[src/rtl/scaler_frame_ctl.sv]
// Frame-level sequencer for the horizontal/vertical scaler pair: double-buffered
// configuration, per-frame core re-init/enable, output line counting.
module scaler_frame_ctl #(
   parameter int C_S_WIDTH  = 12,
   parameter int C_M_WIDTH  = 12,
   parameter int C_INIT_CYC = 2
) (
   input  logic                 clk,
   input  logic                 resetn,
   input  logic [C_S_WIDTH-1:0] cfg_src_w,
   input  logic [C_S_WIDTH-1:0] cfg_src_h,
   input  logic [C_M_WIDTH-1:0] cfg_dst_w,
   input  logic [C_M_WIDTH-1:0] cfg_dst_h,
   input  logic                 cfg_update,
   input  logic                 start,
   input  logic                 abort,
   input  logic                 pause,
   input  logic                 line_done,
   output logic [C_S_WIDTH-1:0] h_s_nbr,
   output logic [C_M_WIDTH-1:0] h_m_nbr,
   output logic [C_S_WIDTH-1:0] v_s_nbr,
   output logic [C_M_WIDTH-1:0] v_m_nbr,
   output logic                 sc_resetn,
   output logic                 sc_enable,
   output logic                 busy,
   output logic                 done,
   output logic                 cfg_err,
   output logic                 start_ovr,
   output logic [C_M_WIDTH-1:0] line_cnt
);

   localparam int C_IW = (C_INIT_CYC > 1) ? $clog2(C_INIT_CYC) : 1;
   localparam logic [C_IW-1:0] C_INIT_LAST = C_IW'(C_INIT_CYC - 1);

   typedef enum logic [2:0] {IDLE, LOAD, INIT, RUN, DONE} state_t;

   state_t                 state;
   state_t                 next_state;
   logic [C_IW-1:0]        init_cnt;
   logic [C_S_WIDTH-1:0]   sh_src_w;
   logic [C_S_WIDTH-1:0]   sh_src_h;
   logic [C_M_WIDTH-1:0]   sh_dst_w;
   logic [C_M_WIDTH-1:0]   sh_dst_h;
   logic                   shadow_vld;
   logic [C_S_WIDTH-1:0]   eff_src_w;
   logic [C_S_WIDTH-1:0]   eff_src_h;
   logic [C_M_WIDTH-1:0]   eff_dst_w;
   logic [C_M_WIDTH-1:0]   eff_dst_h;
   logic                   eff_ok;
   logic                   nxt_sc_resetn;
   logic                   nxt_sc_enable;
   logic                   nxt_busy;
   logic                   nxt_done;
   logic                   nxt_cfg_err;
   logic                   nxt_start_ovr;

   always_ff @(posedge clk) begin
      if (!resetn) begin
         sh_src_w   <= '0;
         sh_src_h   <= '0;
         sh_dst_w   <= '0;
         sh_dst_h   <= '0;
         shadow_vld <= 1'b0;
      end else if (cfg_update) begin
         sh_src_w   <= cfg_src_w;
         sh_src_h   <= cfg_src_h;
         sh_dst_w   <= cfg_dst_w;
         sh_dst_h   <= cfg_dst_h;
         shadow_vld <= 1'b1;
      end
   end

   // A same-cycle update takes precedence over the shadow when judging a start.
   always_comb begin
      eff_src_w = cfg_update ? cfg_src_w : sh_src_w;
      eff_src_h = cfg_update ? cfg_src_h : sh_src_h;
      eff_dst_w = cfg_update ? cfg_dst_w : sh_dst_w;
      eff_dst_h = cfg_update ? cfg_dst_h : sh_dst_h;
      eff_ok    = (cfg_update || shadow_vld) &&
                  (eff_src_w != '0) && (eff_src_h != '0) &&
                  (eff_dst_w != '0) && (eff_dst_h != '0);
   end

   always_ff @(posedge clk) begin
      if (!resetn) begin
         state     <= IDLE;
         init_cnt  <= '0;
         h_s_nbr   <= '0;
         h_m_nbr   <= '0;
         v_s_nbr   <= '0;
         v_m_nbr   <= '0;
         line_cnt  <= '0;
         sc_resetn <= 1'b0;
         sc_enable <= 1'b0;
         busy      <= 1'b0;
         done      <= 1'b0;
         cfg_err   <= 1'b0;
         start_ovr <= 1'b0;
      end else begin
         state     <= next_state;
         sc_resetn <= nxt_sc_resetn;
         sc_enable <= nxt_sc_enable;
         busy      <= nxt_busy;
         done      <= nxt_done;
         cfg_err   <= nxt_cfg_err;
         start_ovr <= nxt_start_ovr;
         init_cnt  <= (state == INIT) ? init_cnt + 1'b1 : '0;
         // Shadow already holds the effective config by the LOAD cycle.
         if (state == LOAD && !abort) begin
            h_s_nbr  <= sh_src_w;
            h_m_nbr  <= sh_dst_w;
            v_s_nbr  <= sh_src_h;
            v_m_nbr  <= sh_dst_h;
            line_cnt <= '0;
         end else if (state == RUN && line_done && !abort && line_cnt != v_m_nbr) begin
            line_cnt <= line_cnt + 1'b1;
         end
      end
   end

   always_comb begin
      next_state = state;
      if (abort) begin
         next_state = IDLE;
      end else begin
         case (state)
            IDLE:    if (start && eff_ok) next_state = LOAD;
            LOAD:    next_state = INIT;
            INIT:    if (init_cnt == C_INIT_LAST) next_state = RUN;
            RUN:     if (line_done && line_cnt == v_m_nbr - C_M_WIDTH'(1)) next_state = DONE;
            DONE:    next_state = IDLE;
            default: next_state = IDLE;
         endcase
      end
   end

   // Outputs are decoded from the upcoming state and registered above.
   always_comb begin
      nxt_busy      = (next_state != IDLE);
      nxt_sc_resetn = (next_state == RUN);
      nxt_sc_enable = (next_state == RUN) && !pause;
      nxt_done      = (next_state == DONE);
      nxt_start_ovr = start && (state != IDLE);
      nxt_cfg_err   = cfg_err;
      if (next_state == LOAD)
         nxt_cfg_err = 1'b0;
      else if (state == IDLE && start && !abort && !eff_ok)
         nxt_cfg_err = 1'b1;
   end

endmodule

[config.mk]
export PLATFORM = sky130hd
export DESIGN_NAME = scaler_frame_ctl
export DESIGN_NICKNAME = d
export VERILOG_FILES = /design/src/rtl/scaler_frame_ctl.sv
export SDC_FILE = /design/constraint.sdc
export NUM_CORES = 1
export LEC_CHECK = 0
export CAP_MARGIN = 20
export CORE_MARGIN = 2
export CORE_UTILIZATION = 30
export DETAILED_ROUTE_END_ITERATION = 16
export PLACE_DENSITY_LB_ADDON = 0.3
export SLEW_MARGIN = 30
export SYNTH_ARGS = -nofsm -noshare
export SYNTH_HDL_FRONTEND = slang
export SYNTH_SLANG_ARGS = --single-unit
[constraint.sdc]
create_clock -name clk -period 2.7 [get_ports clk]
set_clock_uncertainty 0.1 [all_clocks]
set_input_delay 0.81 -clock clk [delete_from_list [all_inputs] [get_ports clk]]
set_output_delay 0.81 -clock clk [all_outputs]
set_load 0.03 [all_outputs]
======== Yosys cells after proc, flatten, opt, wreduce, memory -nomap -nowiden ========
Cells that the tools add are included.
word-level totals
  register bits after elaboration ......... 119
  input bits .............................. 55
  output and inout port bits .............. 66
  word-level logic and storage cells ...... 68
cells by class
  add/sub/neg operators ................... 3
  eq/ne operators ......................... 8
  muxes and demuxes ....................... 9
  bitwise logic cells ..................... 1
  reductions and logical operators ........ 29
operators with widths
  operator                                                               number
  12-bit 2-to-1 mux                                                      4
  12-bit nonzero test                                                    4
  1-bit logical AND                                                      15
  12-bit by 1-bit adder with 12-bit output (second input constant)       1
  12-bit == test                                                         1
  3-bit 2-to-1 mux                                                       4
  12-bit != test                                                         1
  3-bit one-hot mux with 4 select lines                                  1
  12-bit by 1-bit subtractor with 12-bit output (second input constant)  1
  3-bit by 2-bit == test with 1-bit output (second input constant)       3
  3-bit by 1-bit == test with 1-bit output (second input constant)       2
  3-bit nonzero test                                                     2
  2-bit OR reduction                                                     2
  3-bit == test (second input constant)                                  1
  1-bit zero test                                                        3
  3-bit zero test                                                        1
  2-bit AND reduction                                                    1
  1-bit adder (second input constant)                                    1
  1-bit logical OR                                                       1
  1-bit NOT                                                              1

======== Depth between registers and ports, before layout ========
Gate-level depths: netlist of the first run.
  word-level depth ........................ 12
  mapped depth ............................ 10

======== Worst setup path before layout of the first run ========
Ideal clock, no wire load.
  path kind ............................... flip-flop to flip-flop
  from .................................... register v_m_nbr[0]
  to ...................................... register done
  data arrival time ....................... 2.467 ns
  setup slack ............................. 0.068 ns
  stages on the path, launching flop included .. 9
  buffers on the path ..................... 0
  period minus slack after synthesis ...... 2.632 ns
  path through ............................ dfxtp_1 inv_1 ha_1 xnor2_1 or4_1 a211oi_2 nand3_1 or4_4 nor2_1
on the way
  cells in the longest elaborated chain, start to end .. 7
ends and longest elaborated chain
  element                                        line  text
  from (decl)                                    22    output logic [C_M_WIDTH-1:0] v_m_nbr,
  from (signal assigned)                         113   v_m_nbr <= sh_dst_h;
  12-bit by 1-bit subtractor with 12-bit output  130   RUN: if (line_done && line_cnt == v_m_nbr - C_M_WIDTH'(1)) next_state = DONE;
  12-bit == test                                 130
  1-bit logical AND                              130
  3-bit 2-to-1 mux                               130
  3-bit one-hot mux with 4 select lines          126   case (state)
  3-bit 2-to-1 mux                               123   if (abort) begin
  3-bit == test                                  142   nxt_done = (next_state == DONE);
  to (signal assigned)                           104   done <= nxt_done;
  to (decl)                                      26    output logic done,
No other way between the ends.
A chain may end at the register's enable or synchronous reset.

======== Worst setup path after layout of the first run ========
  from .................................... register v_m_nbr[3]
  to ...................................... output v_m_nbr[3]
No word-level cell between the ends.

==> results of run 1 <==
state kept, by name, summed over array words and instances (netlist names), 3 cells and up:
register	flops
state	3
v_m_nbr	12
line_cnt	12
h_m_nbr	12
h_s_nbr	12
sh_dst_w	12
sh_src_h	12
v_s_nbr	12
sh_dst_h	12
sh_src_w	12
worst reg2reg max path, stage by stage, from the launching register on:
cell and delay (ns):
dfxtp_1 0.32, inv_1 0.04, ha_1 0.31, xnor2_1 0.13, or4_1 0.49, a211oi_2 0.20, nand3_1 0.15, or4_4 0.50
nor2_1 0.13
how the worst max path moves through the flow:
stage	from	endpoint	slack [ns]	depth (start not counted)
3_3_place_gp	cfg_dst_h[10]	sc_enable$_SDFF_PN0_	-0.56	10
4_1_cts	v_m_nbr[2]$_SDFFE_PN0P_	v_m_nbr[2]	0.002	1
3_5_place_dp	cfg_dst_h[10]	sc_resetn$_SDFF_PN0_	-0.59	10
2_1_floorplan	v_m_nbr[0]$_SDFFE_PN0P_	done$_SDFF_PN0_	0.07	8
6_report	v_m_nbr[3]$_SDFFE_PN0P_	v_m_nbr[3]	0.05	1
5_1_grt	line_cnt[8]$_SDFFE_PP0P_	line_cnt[8]	0.009	1
repair_timing:
action,in CTS,in global routing
setup endpoints to repair,3,6
gates resized for setup,7,7
hold endpoints to repair,0,0
pin swaps,4,4
Yosys cell counts (3+ instances only):
master    instances  area share (%)
a22oi_1           4            0.56
buf_2             5            0.47
or4_1            16             2.2
a21oi_1           3            0.28
nand2b_1          4            0.47
nand3_1           9            0.84
a31oi_1           6            0.70
nand2_1         110             7.7
xor2_1            4            0.66
nor3_1           11             1.0
buf_1             5            0.35
nor4_1           10             1.2
dfxtp_1         119              45
nand3b_1          3            0.42
nor2_1           31             2.2
clkbuf_1         25             1.8
mux2i_1          50             9.4
xnor2_1          23             3.8
o21ai_0           3            0.28
a21boi_0         48             6.7
inv_1             5            0.35
nor2b_1          50             5.9
o22ai_1           7            0.82
placed cells by master (no fill, tap or decap), types with 3 or more instances in the layout:
cell,netlist,layout
a21boi_0,48,48
a21oi_1,3,3
a22oi_1,4,4
a31oi_1,6,5
buf_12,0,3
buf_4,0,35
bufinv_16,0,4
clkbuf_1,25,5
clkbuf_16,0,17
clkdlybuf4s50_1,0,113
clkinv_2,0,4
dfxtp_1,119,118
dlygate4sd2_1,0,3
inv_1,5,5
mux2i_1,50,50
nand2_1,110,110
nand2b_1,4,4
nand3_1,9,8
nand3b_1,3,3
nor2_1,31,31
nor2b_1,50,50
nor3_1,11,11
nor4_1,10,10
o21ai_0,3,3
o22ai_1,7,5
or4_1,16,15
or4_4,2,3
xnor2_1,23,23
xor2_1,4,4
per-stage QoR:
step	setup slack [ns]	area [um2]	power [mW]
2_1_floorplan	0.0681	5340	2.07
3_3_place_gp	-0.555	6990	2.25
3_5_place_dp	-0.592	6990	2.26
4_1_cts	0.00198	7610	4.62
5_1_grt	0.00850	7640	4.76
6_report	0.0518	7640	4.58
cell families (layout without fill, tap and decap cells):
| kind of cell | Yosys count | after routing | share of synthesized area (%) |
|---|---|---|---|
| compound gates | 81 | 81 | 11.1 |
| xor+xnor | 29 | 29 | 5.04 |
| buf+inv | 43 | 196 | 3.30 |
| flops | 119 | 119 | 44.6 |
| fa+ha+maj | 2 | 2 | 0.469 |
| simple gates | 265 | 265 | 25.9 |
| mux | 51 | 51 | 9.59 |
layer usage:
| layer | routed length [um] | vias to the layer above |
|---|---|---|
| li1 | - | 2318 |
| met1 | 6290 | 2269 |
| met2 | 7220 | 128 |
| met3 | 984 | 21 |
| met4 | 220 | 0 |
| met5 | 0 | - |
final cells by class:
class	count	area, um2
clock buffer	23	458
fill	1658	9720
timing repair buffer	158	1520
tap	225	282
inverter	6	22.5
sequential	119	2380
multi-input combinational	428	2830
clock inverter	9	149
report_power, final:
| part | total, mW | switching (mW) | internal, mW |
|---|---|---|---|
| clock | 2.35 | 0.788 | 1.56 |
| sequential | 1.85 | 0.0416 | 1.81 |
| combinational | 0.381 | 0.169 | 0.212 |
| total | 4.58 | 0.998 | 3.58 |
==> flow_summary.toml, run 1 <==
[run_status]
status = "finished, final reports clean"

[cts]
htreeDepth = 4
cts_root_buffer = "clkbuf_16"
clk_pin_slew_ns = 0.05
worstSkewPairLatency_ns = 0.41
hold_buffers = 0
clock_sinks = 119
post_cts_buffers = 0
cts_tree = "yes"
clockBufferDepth = 2
cts_made_buffers = 17

[final_layout]
area_growth_pct = 43.1
fin_nets = 787
layoutNonFillerInstCount = 968
layout-drive-gt1-share_pct = 11.8
fin_util_pct = 44.0
antenna_cells = 0

[worst_setup_path]
crit_chain = "clkdlybuf4s50_1"
r2r_cells = 8
crit_type = "reg2out"
end_kind = "output port"
critPathArrivalTime_ns = 1.74
crit_fanout = 7
path_delay_family = "buffers and inverters"
startpoint_type = "flip-flop"
r2r_setup_slack_ns = 0.26
worst-path-buf-inv = 1
critPathMaxStageDelay_ns = 0.75
timing.rr.end = "done$_SDFF_PN0_"
r2r_start = "v_m_nbr[0]$_SDFFE_PN0P_"
critPathRequiredTime_ns = 1.79
slowest_stage = "clkdlybuf4s50_1"

[timing]
fin_crit_sh_pct = 98.1
fmax_mhz = 378
period_needed_ns = 2.65
rsz0062_at_grt = "false"
worst_slew_pin_slew_ns = 0.454
whs_ns = 0.313
setup_viol = 0
hold_viol = 0
relSlewSlack_pct = 69.5
slew_viol_final = 0
final.setup.tns_ns = 0

[global_route]
gr-max-usage-layer = "met2"
antenna_found_initial = 0
gr-usage-all-layers_pct = 16.2
use_met1_pct = 18.5
grt_pass1_wl_um = 23700
grt-ovfl-total = 0
use_met3_pct = 5.78
grt_max_degree = 77
grt_pass1_vias = 4783
use_met2_pct = 27.9

[floorplan]
die_h_um = 137
pin_count = 121
initial_core_util_pct = 30.8
core_um2 = 17400
die_area_um2 = 18900
die_w_um = 137
row_count = 48

[routing]
first_pass_iters = 4
wl_per_cell_um = 15.2
drc = 0
drt_iter0_drc = 174
vias = 4736
via_per_inst = 4.89
wl_um = 14700
ant_nets = 0

[logic_synthesis]
ys.flop_type = "dfxtp_1"
yosysSeqAreaShare_pct = 44.6
synth_edf_count = 0
synth_cell_types = 53
synth_area_um2 = 5340
synth_area_per_cell_um2 = 9.05
yosys_register_bits = 119
syn_nets = 647
synthesis.instances = 590
async_flop_share_pct = 0
ys_warn_count = 0

[worst_hold_path]
hp-start = "init_cnt$_SDFF_PN0_"
min_path_type = "reg2reg"
holdPathStages = 1
hold_end = "init_cnt$_SDFF_PN0_"

[placed_design]
place_congestion = 0.821
placed_cells = 936
dpl.hpwl_um = 10600
portBuffers = 120

[power_and_ir_drop]
ir_drop_mv = 0.434
p_leak_nw = 2.80
cellPowerDensity_nw_per_um2 = 600

[job]
timing.max_cap.violations = 0
Power figures use the tool's default switching activity.
==> run 2: changes to the inputs <==
--- a/config.mk
+++ b/config.mk
@@ -8,8 +8,10 @@
 export CAP_MARGIN = 20
 export CORE_MARGIN = 2
 export CORE_UTILIZATION = 30
+export CTS_CLUSTER_DIAMETER = 100
 export DETAILED_ROUTE_END_ITERATION = 16
 export PLACE_DENSITY_LB_ADDON = 0.3
+export SETUP_SLACK_MARGIN = 0.5
 export SLEW_MARGIN = 30
 export SYNTH_ARGS = -nofsm -noshare
 export SYNTH_HDL_FRONTEND = slang
==> flow_summary.toml, run 2 (synthesis gave the netlist of run 1 again) <==
[routing]
vias = 4747
wl_um = 14900
drt_iter0_drc = 166
wl_per_cell_um = 15.2
first_pass_iters = 4
ant_nets = 0
via_per_inst = 4.84
drc = 0

[global_route]
grt_pass1_wl_um = 23700
antenna_found_initial = 2
grt_pass1_vias = 4776
grt-ovfl-total = 0
gr-usage-all-layers_pct = 16.3
grt_max_degree = 49

[final_layout]
fillers = 1668
fin_util_pct = 45.4
layout_common_cells = "nand2_1, dfxtp_1, dlygate4sd2_1"
final_area_um2 = 7890
fin_nets = 800
layoutNonFillerInstCount = 980
area_growth_pct = 47.7
layout-drive-gt1-share_pct = 23.1
final_common_cell = "nand2_1"

[timing]
hold_viol = 0
setup_viol = 0
fin_crit_sh_pct = 89.0
slew_viol_final = 0
relSlewSlack_pct = 53.8
rsz0062_at_grt = "true"
period_needed_ns = 2.40
fmax_mhz = 416
worst_slew_pin_slew_ns = 0.691

[placed_design]
portBuffers = 120
dpl.hpwl_um = 10600
placed_cells = 934
placed_area_um2 = 7020
place_congestion = 0.843

[worst_setup_path]
crit_type = "in2reg"
path_delay_family = "simple AND/OR/NAND/NOR gates"
worstSetupEndpoint = "sc_enable$_SDFF_PN0_"
startpoint_type = "input port"
startpoint = "cfg_src_h[0]"
timing.critical_path.depth = 8
r2r_cells = 10
critPathMaxStageDelay_ns = 0.45
timing.rr.end = "sc_enable$_SDFF_PN0_"
end_kind = "flip-flop"
worst-path-buf-inv = 1
critPathRequiredTime_ns = 2.89
crit_fanout = 3
r2r_setup_slack_ns = 0.33
slowest_stage = "clkdlybuf4s50_1"
r2r_start = "v_m_nbr[0]$_SDFFE_PN0P_"
critPathArrivalTime_ns = 2.60
crit_chain = "clkdlybuf4s50_1, nor4_2, a22oi_2, nor3_4, a31oi_4, and4_4, a311oi_4, nor3b_1"

[cts]
clk_pin_slew_ns = 0.05
hold_buffers = 0
clock_sinks = 119
worstSkewPairLatency_ns = 0.42
clockBufferDepth = 2
cts_root_buffer = "clkbuf_16"
cts_tree = "yes"
htreeDepth = 4
cts_made_buffers = 17

[power_and_ir_drop]
cellPowerDensity_nw_per_um2 = 534
p_leak_nw = 3.23
ir_drop_mv = 0.447

[floorplan]
die_area_um2 = 18900
row_count = 48
initial_core_util_pct = 30.8
die_w_um = 137
core_um2 = 17400
pin_count = 121
die_h_um = 137

[worst_hold_path]
min_path_type = "reg2reg"

[job]
timing.max_cap.violations = 0

[run_status]
status = "finished, final reports clean"
==> run 2: cell types whose count changed in the layout (fill, tap and decap cells not counted), moves of 8 or more <==
| cell | before | now |
|---|---|---|
| clkdlybuf4s15_2 | 0 | 8 |
| clkdlybuf4s50_1 | 113 | 21 |
| dfxtp_1 | 118 | 96 |
| dfxtp_4 | 0 | 9 |
| buf_4 | 35 | 46 |
| dlygate4sd2_1 | 3 | 78 |
| dfxtp_2 | 1 | 14 |
==> run 2: final cells by class <==
cell class,count,area (um2),area share (%)
multi-input cells,428,3110,39.5
flip-flops and latches,119,2430,30.9
repair buffers,171,1520,19.3
clock buffers,21,460,5.84
well taps,225,282,3.57
clock inverters,9,55.1,0.698
inverters,6,22.5,0.286
diodes,1,2.50,0.0317
==> run 2: metal layers <==
layer	vias up	share of wire (%)	GRT usage [%]
li1	2335	-	-
met2	129	49	27.6
met5	-	0.081	0
met1	2258	43	19.1
met3	23	6.9	5.37
met4	2	1.6	6.19
==> run 2: report_power, final <==
part	leakage (nW)	switching [mW]	internal, mW
Sequential	0.984	0.0440	1.80
Combinational	2.00	0.183	0.206
Clock	0.246	0.780	1.20
Total	3.23	1.01	3.20
==> run 2: how the worst min path moves through the flow <==
stage                              startpoint             endpoint  slack, ns  depth (start not counted)
after floorplan           init_cnt$_SDFF_PN0_  init_cnt$_SDFF_PN0_       0.29                          1
after global placement    init_cnt$_SDFF_PN0_  init_cnt$_SDFF_PN0_       0.30                          1
after detailed placement  init_cnt$_SDFF_PN0_  init_cnt$_SDFF_PN0_       0.33                          1
after CTS                 init_cnt$_SDFF_PN0_  init_cnt$_SDFF_PN0_       0.34                          1
after global routing      init_cnt$_SDFF_PN0_  init_cnt$_SDFF_PN0_       0.36                          1
final                     init_cnt$_SDFF_PN0_  init_cnt$_SDFF_PN0_       0.33                          1
==> run 2: worst reg2reg max path: stages (launching register included) <==
cell	delay, ns
dfxtp_4	0.37
inv_2	0.07
ha_4	0.18
nand2_1	0.07
or4_4	0.44
a211oi_4	0.28
buf_4	0.14
buf_4	0.09
a31oi_2	0.10
a311oi_4	0.31
nor3b_1	0.09
==> run 2: through the flow <==
step                setup WS [ns]  total power [mW]  hold slack, ns  setup TNS, ns
global route                0.192              4.38           0.356              0
detailed placement         -0.498              2.26           0.335          -2.54
global placement           -0.449              2.25           0.301          -2.41
CTS                         0.280              4.26           0.342              0
finish                      0.296              4.21           0.334              0
floorplan                   0.176              2.07           0.293              0
==> run 2: timing repair <==
| action | CTS | global route |
|---|---|---|
| pin swaps | 40 | 20 |
| setup buffers | 5 | 10 |
| resized for setup | 170 | 31 |
| endpoints found under the setup margin | 89 | 28 |
==> run 3: changes to the inputs <==
==> constraint.sdc (replaced) <==
create_clock -name clk -period 2.7 [get_ports clk]
set_clock_uncertainty 0.1 [all_clocks]
set_input_delay 0.54 -clock clk [delete_from_list [all_inputs] [get_ports clk]]
set_output_delay 0.54 -clock clk [all_outputs]
set_load 0.03 [all_outputs]
==> flow_summary.toml, run 3 (synthesis gave the netlist of run 1 again) <==
[global_route]
grt_pass1_wl_um = 22900
gr-max-usage-layer = "met2"
use_met1_pct = 18.7
grt_pass1_vias = 4602
gr-usage-all-layers_pct = 15.6
grt_max_degree = 49
use_met2_pct = 25.6
grt-ovfl-total = 0
antenna_found_initial = 1
use_met3_pct = 5.33

[worst_hold_path]
holdPathStages = 1
hold_end = "init_cnt$_SDFF_PN0_"
hp-start = "init_cnt$_SDFF_PN0_"
min_path_type = "reg2reg"

[power_and_ir_drop]
cellPowerDensity_nw_per_um2 = 590
ir_drop_mv = 0.435
p_leak_nw = 2.93

[cts]
cts_root_buffer = "clkbuf_16"
cts_tree = "yes"
clockBufferDepth = 2
clk_pin_slew_ns = 0.06
worstSkewPairLatency_ns = 0.41
clock_sinks = 119
htreeDepth = 4
cts_made_buffers = 17

[placed_design]
dpl.hpwl_um = 10500
placed_cells = 919
dp_slack_ns = -0.224
portBuffers = 120
place_congestion = 0.843

[worst_setup_path]
r2r_cells = 8
r2r_start = "v_m_nbr[1]$_SDFFE_PN0P_"
crit_top_cell = "or4_4"
critPathRequiredTime_ns = 2.95
slowest_stage = "or4_4"
crit_chain = "inv_4, ha_4, xnor2_2, or4_4, a211oi_4, nand3_2, or4_4, nor2_4"
crit_fanout = 2
crit_type = "reg2reg"
startpoint_type = "flip-flop"
critPathMaxStageDelay_ns = 0.52
r2r_setup_slack_ns = 0.33
timing.rr.end = "done$_SDFF_PN0_"
critPathArrivalTime_ns = 2.62
end_kind = "flip-flop"

[final_layout]
layout-drive-gt1-share_pct = 15.3
area_growth_pct = 44.9
final_common_cell = "nand2_1"
antenna_cells = 0
layoutNonFillerInstCount = 957
fin_nets = 776
layout_common_cells = "nand2_1, dfxtp_1, clkdlybuf4s50_1"

[timing]
final.setup.tns_ns = 0
finalWorstSetupSlack_ns = 0.327
relSlewSlack_pct = 60.5
fmax_mhz = 421
period_needed_ns = 2.37
setup_viol = 0
hold_viol = 0
fin_crit_sh_pct = 87.9
slew_viol_final = 0
rsz0062_at_grt = "true"
worst_slew_pin_slew_ns = 0.591

[floorplan]
initial_core_util_pct = 30.8
die_h_um = 137
row_count = 48
die_area_um2 = 18900
die_w_um = 137
core_um2 = 17400
pin_count = 121

[job]
timing.max_cap.violations = 0

[routing]
vias = 4615
ant_nets = 0
drt_iter0_drc = 175
drc = 0
wl_um = 14500
via_per_inst = 4.82
wl_per_cell_um = 15.2
first_pass_iters = 4

[run_status]
status = "finished, final reports clean"
-- run 3: cell types whose count changed in the layout (fill, tap and decap cells not counted), sizes merged, moves of 2 or more --
cell,change
clkbuf,-2
clkinvlp,-2
bufinv,+3
clkdlybuf4s15,-13
dlygate4sd2,-62
clkdlybuf4s50,+77
dlymetal6s2s,+4
buf,-29
-- run 3: how the worst max path moves through the flow --
stage	from	endpoint	cells past startpoint
floorplan	v_m_nbr[1]$_SDFFE_PN0P_	done$_SDFF_PN0_	8
global placement	cfg_dst_h[10]	sc_enable$_SDFF_PN0_	8
detailed placement	cfg_dst_h[10]	sc_enable$_SDFF_PN0_	8
CTS	v_m_nbr[1]$_SDFFE_PN0P_	state[2]$_SDFF_PN0_	8
global route	v_m_nbr[1]$_SDFFE_PN0P_	done$_SDFF_PN0_	8
finish	v_m_nbr[1]$_SDFFE_PN0P_	done$_SDFF_PN0_	8
-- run 3: timing repair --
item | CTS | global route
endpoints found under the setup margin | 25 | 15
hold buffers | 0 | 0
pin swaps | 13 | 18
gates resized for setup | 27 | 25
gates cloned | 0 | 1
buffers inserted | 2 | 3
hold endpoints to repair | 0 | 0
-- run 3: final cells by class --
cell class / instances / area (um2)
fill: 1630 / 9620
multi-input combinational: 429 / 2970
timing repair buffer: 146 / 1420
clock inverter: 11 / 146
inverter: 6 / 25.0
clock buffer: 21 / 472
sequential: 119 / 2420
tap: 225 / 282
-- run 3: critical path: cells and delay by family (launching register included) --
kind                       cells  cell delay, ns
and+or+nand+nor                4            1.25
DFF                            1            0.37
adders and majority gates      1            0.23
AOI/OAI and AO/OA              1            0.21
xor gates and xnor gates       1            0.12
buffers and inverters          1            0.04
-- run 3: power breakdown --
| group | internal [mW] | switching [mW] |
|---|---|---|
| Clock | 1.53 | 0.823 |
| Combinational | 0.200 | 0.165 |
| Sequential | 1.80 | 0.0406 |
-- run 3: metrics by stage --
| step | utilization [%] | power, mW | instance area, um2 | hold slack [ns] |
|---|---|---|---|---|
| 2_1_floorplan | - | 2.07 | 5400 | 0.293 |
| 3_3_place_gp | 39.8 | 2.23 | 6910 | 0.302 |
| 3_5_place_dp | 39.8 | 2.24 | 6910 | 0.309 |
| 4_1_cts | 43.7 | 4.61 | 7590 | 0.316 |
| 5_1_grt | 44.6 | 4.74 | 7730 | 0.326 |
| 6_report | 44.6 | 4.56 | 7730 | 0.319 |
-- run 3: per-layer routing --
layer	vias up	share of wire [%]
met1	2181	45
met3	26	5.7
met2	113	47
met5	-	0.090
li1	2293	-
met4	2	2.1
